File: src/rtl/bob_resolve_ctrl.sv
// bob_resolve_ctrl
// Sequences the Branch Ordering Buffer at branch resolution. Each resolved
// branch pops the oldest BOB entry. One cycle later the controller issues a
// predictor update. On a mispredict it also issues a fetch redirect, the
// recovery history/RAS state and a FLUSH_CYCLES-long flush that clears the BOB.
//
// Ports
//   clock, reset        : clock, synchronous active-high reset
//   ext_flush_i         : external flush, aborts any in-flight resolution
//   br_*_i / br_ready_o : resolution handshake from the execute branch unit
//   bob_*_i / bob_re_o  : BOB head entry and pop strobe
//   bob_flush_o         : BOB clear (same as flush_o)
//   upd_*_o             : predictor-table update pulse and payload
//   flush_o             : pipeline flush
//   redirect_*_o        : fetch redirect pulse and target
//   rst_*_o             : recovered BHR / local history / RAS pointer
//   err_o               : sticky error, resolution seen with an empty BOB
//   br_cnt_o, mis_cnt_o : resolved-branch and mispredict counters
module bob_resolve_ctrl #(
  parameter int unsigned FLUSH_CYCLES = 2,
  parameter int unsigned INST_BYTES   = 4
) (
  input  logic        clock,
  input  logic        reset,
  input  logic        ext_flush_i,
  input  logic        br_valid_i,
  input  logic        br_taken_i,
  input  logic [63:0] br_target_i,
  output logic        br_ready_o,
  input  logic        bob_valid_i,
  input  logic [63:0] bob_pc_i,
  input  logic        bob_brdir_i,
  input  logic        bob_ch_we_i,
  input  logic        bob_ch_dir_i,
  input  logic [9:0]  bob_lochist_i,
  input  logic [11:0] bob_bhr_i,
  input  logic [3:0]  bob_rasptr_i,
  output logic        bob_re_o,
  output logic        bob_flush_o,
  output logic        upd_valid_o,
  output logic [63:0] upd_pc_o,
  output logic        upd_taken_o,
  output logic [9:0]  upd_lochist_o,
  output logic [11:0] upd_bhr_o,
  output logic        upd_ch_we_o,
  output logic        upd_ch_dir_o,
  output logic        flush_o,
  output logic        redirect_valid_o,
  output logic [63:0] redirect_pc_o,
  output logic [11:0] rst_bhr_o,
  output logic [9:0]  rst_lochist_o,
  output logic [3:0]  rst_rasptr_o,
  output logic        err_o,
  output logic [31:0] br_cnt_o,
  output logic [31:0] mis_cnt_o
);

  typedef enum logic [1:0] {IDLE, CHECK, RECOVER} state_t;

  // The CHECK cycle itself is the first flush cycle, so RECOVER covers the rest.
  localparam logic [3:0] FLUSH_LOAD = 4'(FLUSH_CYCLES - 1);

  state_t      state, state_nxt;
  logic [3:0]  flush_cnt, flush_cnt_nxt;

  logic [63:0] pc_p1, target_p1;
  logic        taken_p1, brdir_p1, ch_we_p1, ch_dir_p1;
  logic [9:0]  lochist_p1;
  logic [11:0] bhr_p1;
  logic [3:0]  rasptr_p1;

  logic        accept, err_set, check_live, mis;
  logic [63:0] fix_pc;
  logic [11:0] fix_bhr;
  logic [9:0]  fix_lochist;

  function automatic logic [63:0] fallthrough_pc(input logic [63:0] pc);
    return pc + 64'(INST_BYTES);
  endfunction

  // Recovery state is a pure function of the captured entry. The entry cannot
  // change during RECOVER, so these stay stable for the whole flush.
  assign mis         = taken_p1 ^ brdir_p1;
  assign fix_pc      = taken_p1 ? target_p1 : fallthrough_pc(pc_p1);
  assign fix_bhr     = {bhr_p1[10:0], taken_p1};
  assign fix_lochist = {lochist_p1[8:0], taken_p1};
  assign bob_flush_o = flush_o;

  always_comb begin
    state_nxt        = state;
    flush_cnt_nxt    = flush_cnt;
    accept           = 1'b0;
    err_set          = 1'b0;
    check_live       = 1'b0;
    br_ready_o       = 1'b0;
    bob_re_o         = 1'b0;
    upd_valid_o      = 1'b0;
    upd_pc_o         = '0;
    upd_taken_o      = 1'b0;
    upd_lochist_o    = '0;
    upd_bhr_o        = '0;
    upd_ch_we_o      = 1'b0;
    upd_ch_dir_o     = 1'b0;
    flush_o          = 1'b0;
    redirect_valid_o = 1'b0;
    redirect_pc_o    = '0;
    rst_bhr_o        = '0;
    rst_lochist_o    = '0;
    rst_rasptr_o     = '0;

    case (state)
      IDLE: begin
        br_ready_o = 1'b1;
        if (!ext_flush_i && br_valid_i) begin
          if (bob_valid_i) begin
            accept    = 1'b1;
            bob_re_o  = 1'b1;
            state_nxt = CHECK;
          end else begin
            err_set = 1'b1;
          end
        end
      end

      CHECK: begin
        state_nxt = IDLE;
        if (!ext_flush_i) begin
          check_live    = 1'b1;
          upd_valid_o   = 1'b1;
          upd_pc_o      = pc_p1;
          upd_taken_o   = taken_p1;
          upd_lochist_o = lochist_p1;
          upd_bhr_o     = bhr_p1;
          upd_ch_we_o   = ch_we_p1;
          upd_ch_dir_o  = ch_dir_p1;
          if (mis) begin
            flush_o          = 1'b1;
            redirect_valid_o = 1'b1;
            redirect_pc_o    = fix_pc;
            rst_bhr_o        = fix_bhr;
            rst_lochist_o    = fix_lochist;
            rst_rasptr_o     = rasptr_p1;
            if (FLUSH_CYCLES > 1) begin
              state_nxt     = RECOVER;
              flush_cnt_nxt = FLUSH_LOAD;
            end
          end
        end
      end

      RECOVER: begin
        flush_o       = 1'b1;
        redirect_pc_o = fix_pc;
        rst_bhr_o     = fix_bhr;
        rst_lochist_o = fix_lochist;
        rst_rasptr_o  = rasptr_p1;
        flush_cnt_nxt = flush_cnt - 4'd1;
        if (ext_flush_i || flush_cnt == 4'd1) begin
          state_nxt = IDLE;
        end
      end

      default: state_nxt = IDLE;
    endcase
  end

  // stage p0 -> p1: capture the popped entry, update status and counters
  always_ff @(posedge clock) begin
    if (reset) begin
      state      <= IDLE;
      flush_cnt  <= '0;
      err_o      <= 1'b0;
      br_cnt_o   <= '0;
      mis_cnt_o  <= '0;
      pc_p1      <= '0;
      target_p1  <= '0;
      taken_p1   <= 1'b0;
      brdir_p1   <= 1'b0;
      ch_we_p1   <= 1'b0;
      ch_dir_p1  <= 1'b0;
      lochist_p1 <= '0;
      bhr_p1     <= '0;
      rasptr_p1  <= '0;
    end else begin
      state     <= state_nxt;
      flush_cnt <= flush_cnt_nxt;
      if (err_set) begin
        err_o <= 1'b1;
      end
      if (check_live) begin
        br_cnt_o <= br_cnt_o + 32'd1;
        if (mis) begin
          mis_cnt_o <= mis_cnt_o + 32'd1;
        end
      end
      if (ext_flush_i) begin
        pc_p1      <= '0;
        target_p1  <= '0;
        taken_p1   <= 1'b0;
        brdir_p1   <= 1'b0;
        ch_we_p1   <= 1'b0;
        ch_dir_p1  <= 1'b0;
        lochist_p1 <= '0;
        bhr_p1     <= '0;
        rasptr_p1  <= '0;
      end else if (accept) begin
        pc_p1      <= bob_pc_i;
        target_p1  <= br_target_i;
        taken_p1   <= br_taken_i;
        brdir_p1   <= bob_brdir_i;
        ch_we_p1   <= bob_ch_we_i;
        ch_dir_p1  <= bob_ch_dir_i;
        lochist_p1 <= bob_lochist_i;
        bhr_p1     <= bob_bhr_i;
        rasptr_p1  <= bob_rasptr_i;
      end
    end
  end

endmodule

File: config.mk
export PLATFORM = sky130hd
export DESIGN_NAME = bob_resolve_ctrl
export DESIGN_NICKNAME = d
export VERILOG_FILES = /design/src/rtl/bob_resolve_ctrl.sv
export SDC_FILE = /design/constraint.sdc
export NUM_CORES = 1
export LEC_CHECK = 0
export ABC_AREA = 1
export CORE_MARGIN = 3
export CORE_UTILIZATION = 43
export DETAILED_ROUTE_END_ITERATION = 8
export GPL_TIMING_DRIVEN = 0
export PLACE_DENSITY = 0.79
export SYNTH_ARGS = -nofsm -noshare
export SYNTH_HDL_FRONTEND = slang
export SYNTH_SLANG_ARGS = --single-unit
File: constraint.sdc
create_clock -name clock -period 1.74 [get_ports clock]
set_input_delay 0.261 -clock clock [delete_from_list [all_inputs] [get_ports clock]]
set_output_delay 0.261 -clock clock [all_outputs]
set_load 0.01 [all_outputs]
* Yosys cells after proc, flatten, opt, wreduce, memory -nomap -nowiden
Index checks and enable logic that the tools add are counted.
** Storage, ports and cells
- Word-level logic and storage cells :: 83
- Input bits :: 163
- Output and inout port bits :: 250
- Flip-flop bits (word level) :: 229
** Operators by class
- Multiplexer cells :: 47
- Equal/unequal tests :: 8
- Reduce and logical (&&, ||, !) cells :: 9
- Bitwise operators :: 1
- Add/sub/neg operators :: 4
** Operators by type and width (count)
- 2-to-1 mux 64 bit :: 5
- case mux 64 bit (2 select lines) :: 1
- adder 32 x 1 -> 32 bit (second input constant) :: 2
- adder 64 x 3 -> 64 bit (second input constant) :: 1
- 2-to-1 mux 12 bit :: 4
- 2-to-1 mux 10 bit :: 4
- case mux 12 bit (2 select lines) :: 1
- case mux 10 bit (2 select lines) :: 1
- 2-to-1 mux 1 bit :: 18
- 2-to-1 mux 4 bit :: 4
- case mux 4 bit (2 select lines) :: 2
- 2-to-1 mux 2 bit :: 5
- != test 2 bit (second input constant) :: 5
- case mux 2 bit (3 select lines) :: 1
- AND reduction 3 bit :: 2
- equality test 4 x 1 -> 1 bit (second input constant) :: 1
- subtractor 4 x 1 -> 4 bit (second input constant) :: 1
- equality test 2 x 1 -> 1 bit (second input constant) :: 1
- equality test 2 bit (second input constant) :: 1
- logical NOT 2 bit :: 1
- case mux 1 bit (2 select lines) :: 1
- AND reduction 2 bit :: 1
- nonzero test 2 bit :: 1
- OR reduction 2 bit :: 1
- 4 further kinds :: 4

* Depth between registers and ports, before layout
- Depth after elaboration :: 5
- Mapped depth :: 13

* Least setup slack after synthesis
Ideal clock, no wire load.
- Path type :: flip-flop to output port
- Start :: register taken_p1
- End :: output redirect_pc_o[5]
- Cell stages (with the launch flop) :: 8
- Path slack :: -0.160 ns
- Arrival :: 1.639 ns
- Required time :: 1.479 ns
- Path buffers :: 1
- Cell sequence :: dfxtp_1 ha_1 nor2_1 nand2_4 a21oi_4 inv_2 buf_2 a211oi_1
** Between the ends
- Word-level cells in the longest chain between the ends :: 4
- Elaborated cells between the ends (all ways) :: 5
- Those cells by class :: mux: 4; bitwise: 1
** RTL lines
- start: declaration :: line 67 : logic taken_p1, brdir_p1, ch_we_p1, ch_dir_p1;
- start signal: assignment :: line 209 : taken_p1 <= br_taken_i;
- 2-to-1 mux 64 bit or XOR 1 bit (tied branches) :: line 84, 83
- 2-to-1 mux 64 bit :: line 136 : if (mis) begin
- 2-to-1 mux 64 bit :: line 127 : if (!ext_flush_i) begin
- case mux 64 bit (2 select lines) * :: line 111 : case (state)
- end: declaration :: line 49 : output logic [63:0] redirect_pc_o,
Every way passes the cells marked *; elsewhere a longest branch is shown, timed or not.

* Final worst setup path
- Start :: register state[0]
- End :: output redirect_pc_o[60]
** Between the ends
- Word-level cells in the longest chain between the ends :: 2
- Elaborated cells between the ends (all ways) :: 3
- Those cells by class :: eq/ne: 2; mux: 1
** RTL lines
- start: declaration :: line 63 : state_t state, state_nxt;
- start signal: assignment :: line 185 : state <= state_nxt;
- equality test 2 bit or equality test 2 x 1 -> 1 bit (tied branches) :: line 111
- case mux 64 bit (2 select lines) * :: line 111
Marks and branches as above.

==> results by group <==
Timing
  – Final hold violations: 0
  – Clk_skew: 16.50 ps
  – Peak Freq: 387.7 MHz
  – Post-route clock period utilization: 148.2%
  – Final setup violation count: 413
  – RSZ-0062 raised after global routing: true
  – Fin crit period: ~2600 ps
  – Setup ws final: -839.3 ps
  – Slew @ Worst Pin: 829.9 ps
  – Max-slew violation count: 0
  – Worst relative slew slack: 44.67%
  – Hold slack: ~160 ps

CTS
  – Clk root buf: clkbuf_16
  – Post-CTS Hold Fix Bufs: 0
  – TritonCTS Buffers: 26
  – Clock buffer depth: 3
  – Worst-Skew Late Latency: 540 ps
  – Num Clock Sinks: approximately 230
  – CTS tree: built
  – H-tree Lvls: 1
  – Reg clk slew, reported paths: approximately 60 ps

Route
  – Final ANT Viol Nets: 0
  – Pre-Repair DR Iteration Count: 6
  – Vias per Instance: approximately 5.5
  – Final WL: 61280 µm
  – DRC Markers: 0
  – Detailed-route via count: 16571
  – Avg WL per Cell: 20.18 µm
  – Initial DRC count: approximately 1400

Floorplan
  – Die Wd: 180.6 µm
  – Initial core utilization: between 40% and 50%
  – Die area: 32630 µm²
  – Die Ht: ~180 µm
  – # IOs: 413
  – Std cell rows: 63
  – Core box area: 29870 µm²

Synth
  – Synth Register Bits: 229
  – Post-synth EDFFs: 0
  – Synth top area share: 34.96%
  – Most frequent cell after synthesis: nand2_1
  – Synth Instances: between 2000 and 2500
  – Top post-synthesis cells by area: dfxtp_1 35%, nand2_1 15%, nor2_1 13%
  – Most common library cells after synthesis: 519 x nand2_1, 455 x nor2_1, 229 x dfxtp_1, 219 x inv_1, 149 x a21oi_1
  – Post-synth top flop: dfxtp_1
  – Synth unique cells: 37
  – Syn_nets: 2261
  – Sequential share of the synthesized area: 34.96%
  – YS warnings: 0
  – Mean Syn Cell Area: between 6 and 7 µm²
  – Cell taking the most area after synthesis: dfxtp_1
  – Share of synthesized flip-flops with an asynchronous set or reset: 0%
  – Mapped Area: roughly 13000 µm²

Hold path
  – Worst Hold Class: primary input to flop

Setup path
  – Crit Path Class: flop to output pin
  – Worst EP arrival: 2320 ps
  – Worst setup SP type: flop
  – CP Capture Type: output pin
  – Worst-path fanout max: 6
  – Worst Path Required: roughly 1500 ps
  – R2R setup slack: -290 ps

Finish
  – N_diodes: 0
  – Final net count: 2799
  – Share of layout cells above drive strength 1: 28.64%
  – Final Cell Area: 21040 µm²
  – Fill count: between 2000 and 2500
  – Area delta synth->final: 60.40%

Place
  – Routability cong.: 1.017
  – DP Area: 17910 µm²
  – Port bufs: 411
  – Hpwl dp: about 45000 µm

GRT
  – Largest net degree at the start of global routing: 14
  – First-pass GRT wire length: 89980 µm
  – Initial antenna violation count: 0
  – GRT Total Usage: 34.43%
  – GR Overflow Total: 0
  – Vias in the first global route: around 16000

Power
  – Worst VDD drop: between 0.6 and 0.7 mV
  – Leakage: 0.007689 µW
  – Pwr dens: 641.3 nW/µm²
  – Tot Pwr: about 13000 µW

Run status
  – Failing checks: negative setup slack
  – Status: finished, violations left

Flow run
  – Max-cap violations: 0
## critical path: stages, from the launching register on
cell	delay [ps]
dfxtp_4	350
inv_2	100
ha_2	240
inv_1	120
a21oi_4	190
buf_8	180
buf_8	160
o21ai_0	100
a21oi_1	160
buf_2	170
## repair_timing
item / in CTS / in global routing
buffers inserted: 47 / 49
pin swaps: 51 / 45
gates resized for setup: 886 / 424
gates cloned: 6 / 3
endpoints found under the setup margin: 335 / 421
## stage by stage
| step | util [%] | worst slack (ps) | TNS, ps | instances |
|---|---|---|---|---|
| 3_3_place_gp | 59.94 | -1510 | -279400 | 2890 |
| 2_1_floorplan | - | 4.500 | 0 | 2089 |
| 4_1_cts | 66.95 | -792.9 | -124680 | 2988 |
| 5_1_grt | 70.42 | -894.9 | -175610 | 3037 |
| 6_report | 70.42 | -839.3 | -149900 | 3037 |
| 3_5_place_dp | 59.94 | -1508 | -287060 | 2890 |
## routing by layer
| layer | global-route usage, % | vias up | part of all wire (%) |
|---|---|---|---|
| met2 | 60.22 | 856 | 48 |
| met3 | 7.408 | 156 | 8.9 |
| met1 | 41.87 | 7787 | 38 |
| met5 | 0 | - | 0 |
| li1 | - | 7772 | - |
| met4 | 11.82 | 0 | 4.5 |
## power breakdown
part	internal, µW	switching (µW)
logic	860	1030
clock network	3760	2390
registers	5350	93.4
total	9970	3520
## worst paths after layout
kind	endpoint	depth (start not counted)	start
hold / removal	br_cnt_o[4]$_SDFFE_PP0P_	2	reset
setup reg to reg	mis_cnt_o[21]$_SDFFE_PP0P_	15	brdir_p1$_SDFFE_PP0P_
hold reg to reg	target_p1[2]$_SDFFE_PP0P_	2	target_p1[2]$_SDFFE_PP0P_
setup / recovery	redirect_pc_o[60]	9	state[0]$_SDFFE_PP0P_
## state kept, by name (all words and copies together), names as in the netlist
name and count:
bhr_p1 12, err_o 1, rasptr_p1 4, lochist_p1 10
brdir_p1 1, ch_dir_p1 1, taken_p1 1, state 2
flush_cnt 4, br_cnt_o 32, mis_cnt_o 32, target_p1 64
ch_we_p1 1, pc_p1 64
## cell families after synthesis
kind of cell | share of synthesized area (%)
AND/OR/NAND/NOR | 35.97
AO/OA/AOI/OAI | 16.52
buffers and inverters | 10.09
flip-flops | 34.96
XOR/XNOR | 1.603
adder cells (fa/ha/maj) | 0.8586
## layout by cell type (no fill, tap or decap), types with 25 or more instances in the layout
master / n
a211oi_1: 106
a21oi_1: 119
buf_2: 114
buf_4: 92
buf_6: 88
clkbuf_1: 25
clkbuf_16: 34
clkdlybuf4s50_1: 227
dfxtp_1: 187
dfxtp_2: 34
inv_1: 204
nand2_1: 469
nand2_2: 49
nand3_1: 60
nor2_1: 325
nor2_2: 60
nor2_4: 94
o21ai_0: 40
o21ai_1: 26
## final cells by class
| cell class | count | area, µm² | area share, % |
|---|---|---|---|
| clock inverter | 10 | 157.7 | 0.7494 |
| inverter | 227 | 893.4 | 4.247 |
| multi-input combinational | 1537 | 8591 | 40.84 |
| timing repair buffer | 515 | 4728 | 22.48 |
| clock buffer | 38 | 797.0 | 3.789 |
| sequential | 229 | 4657 | 22.14 |
| buffer | 91 | 724.4 | 3.444 |
| tap | 390 | 488.0 | 2.320 |
No activity file was read; power rests on OpenSTA's default activity.
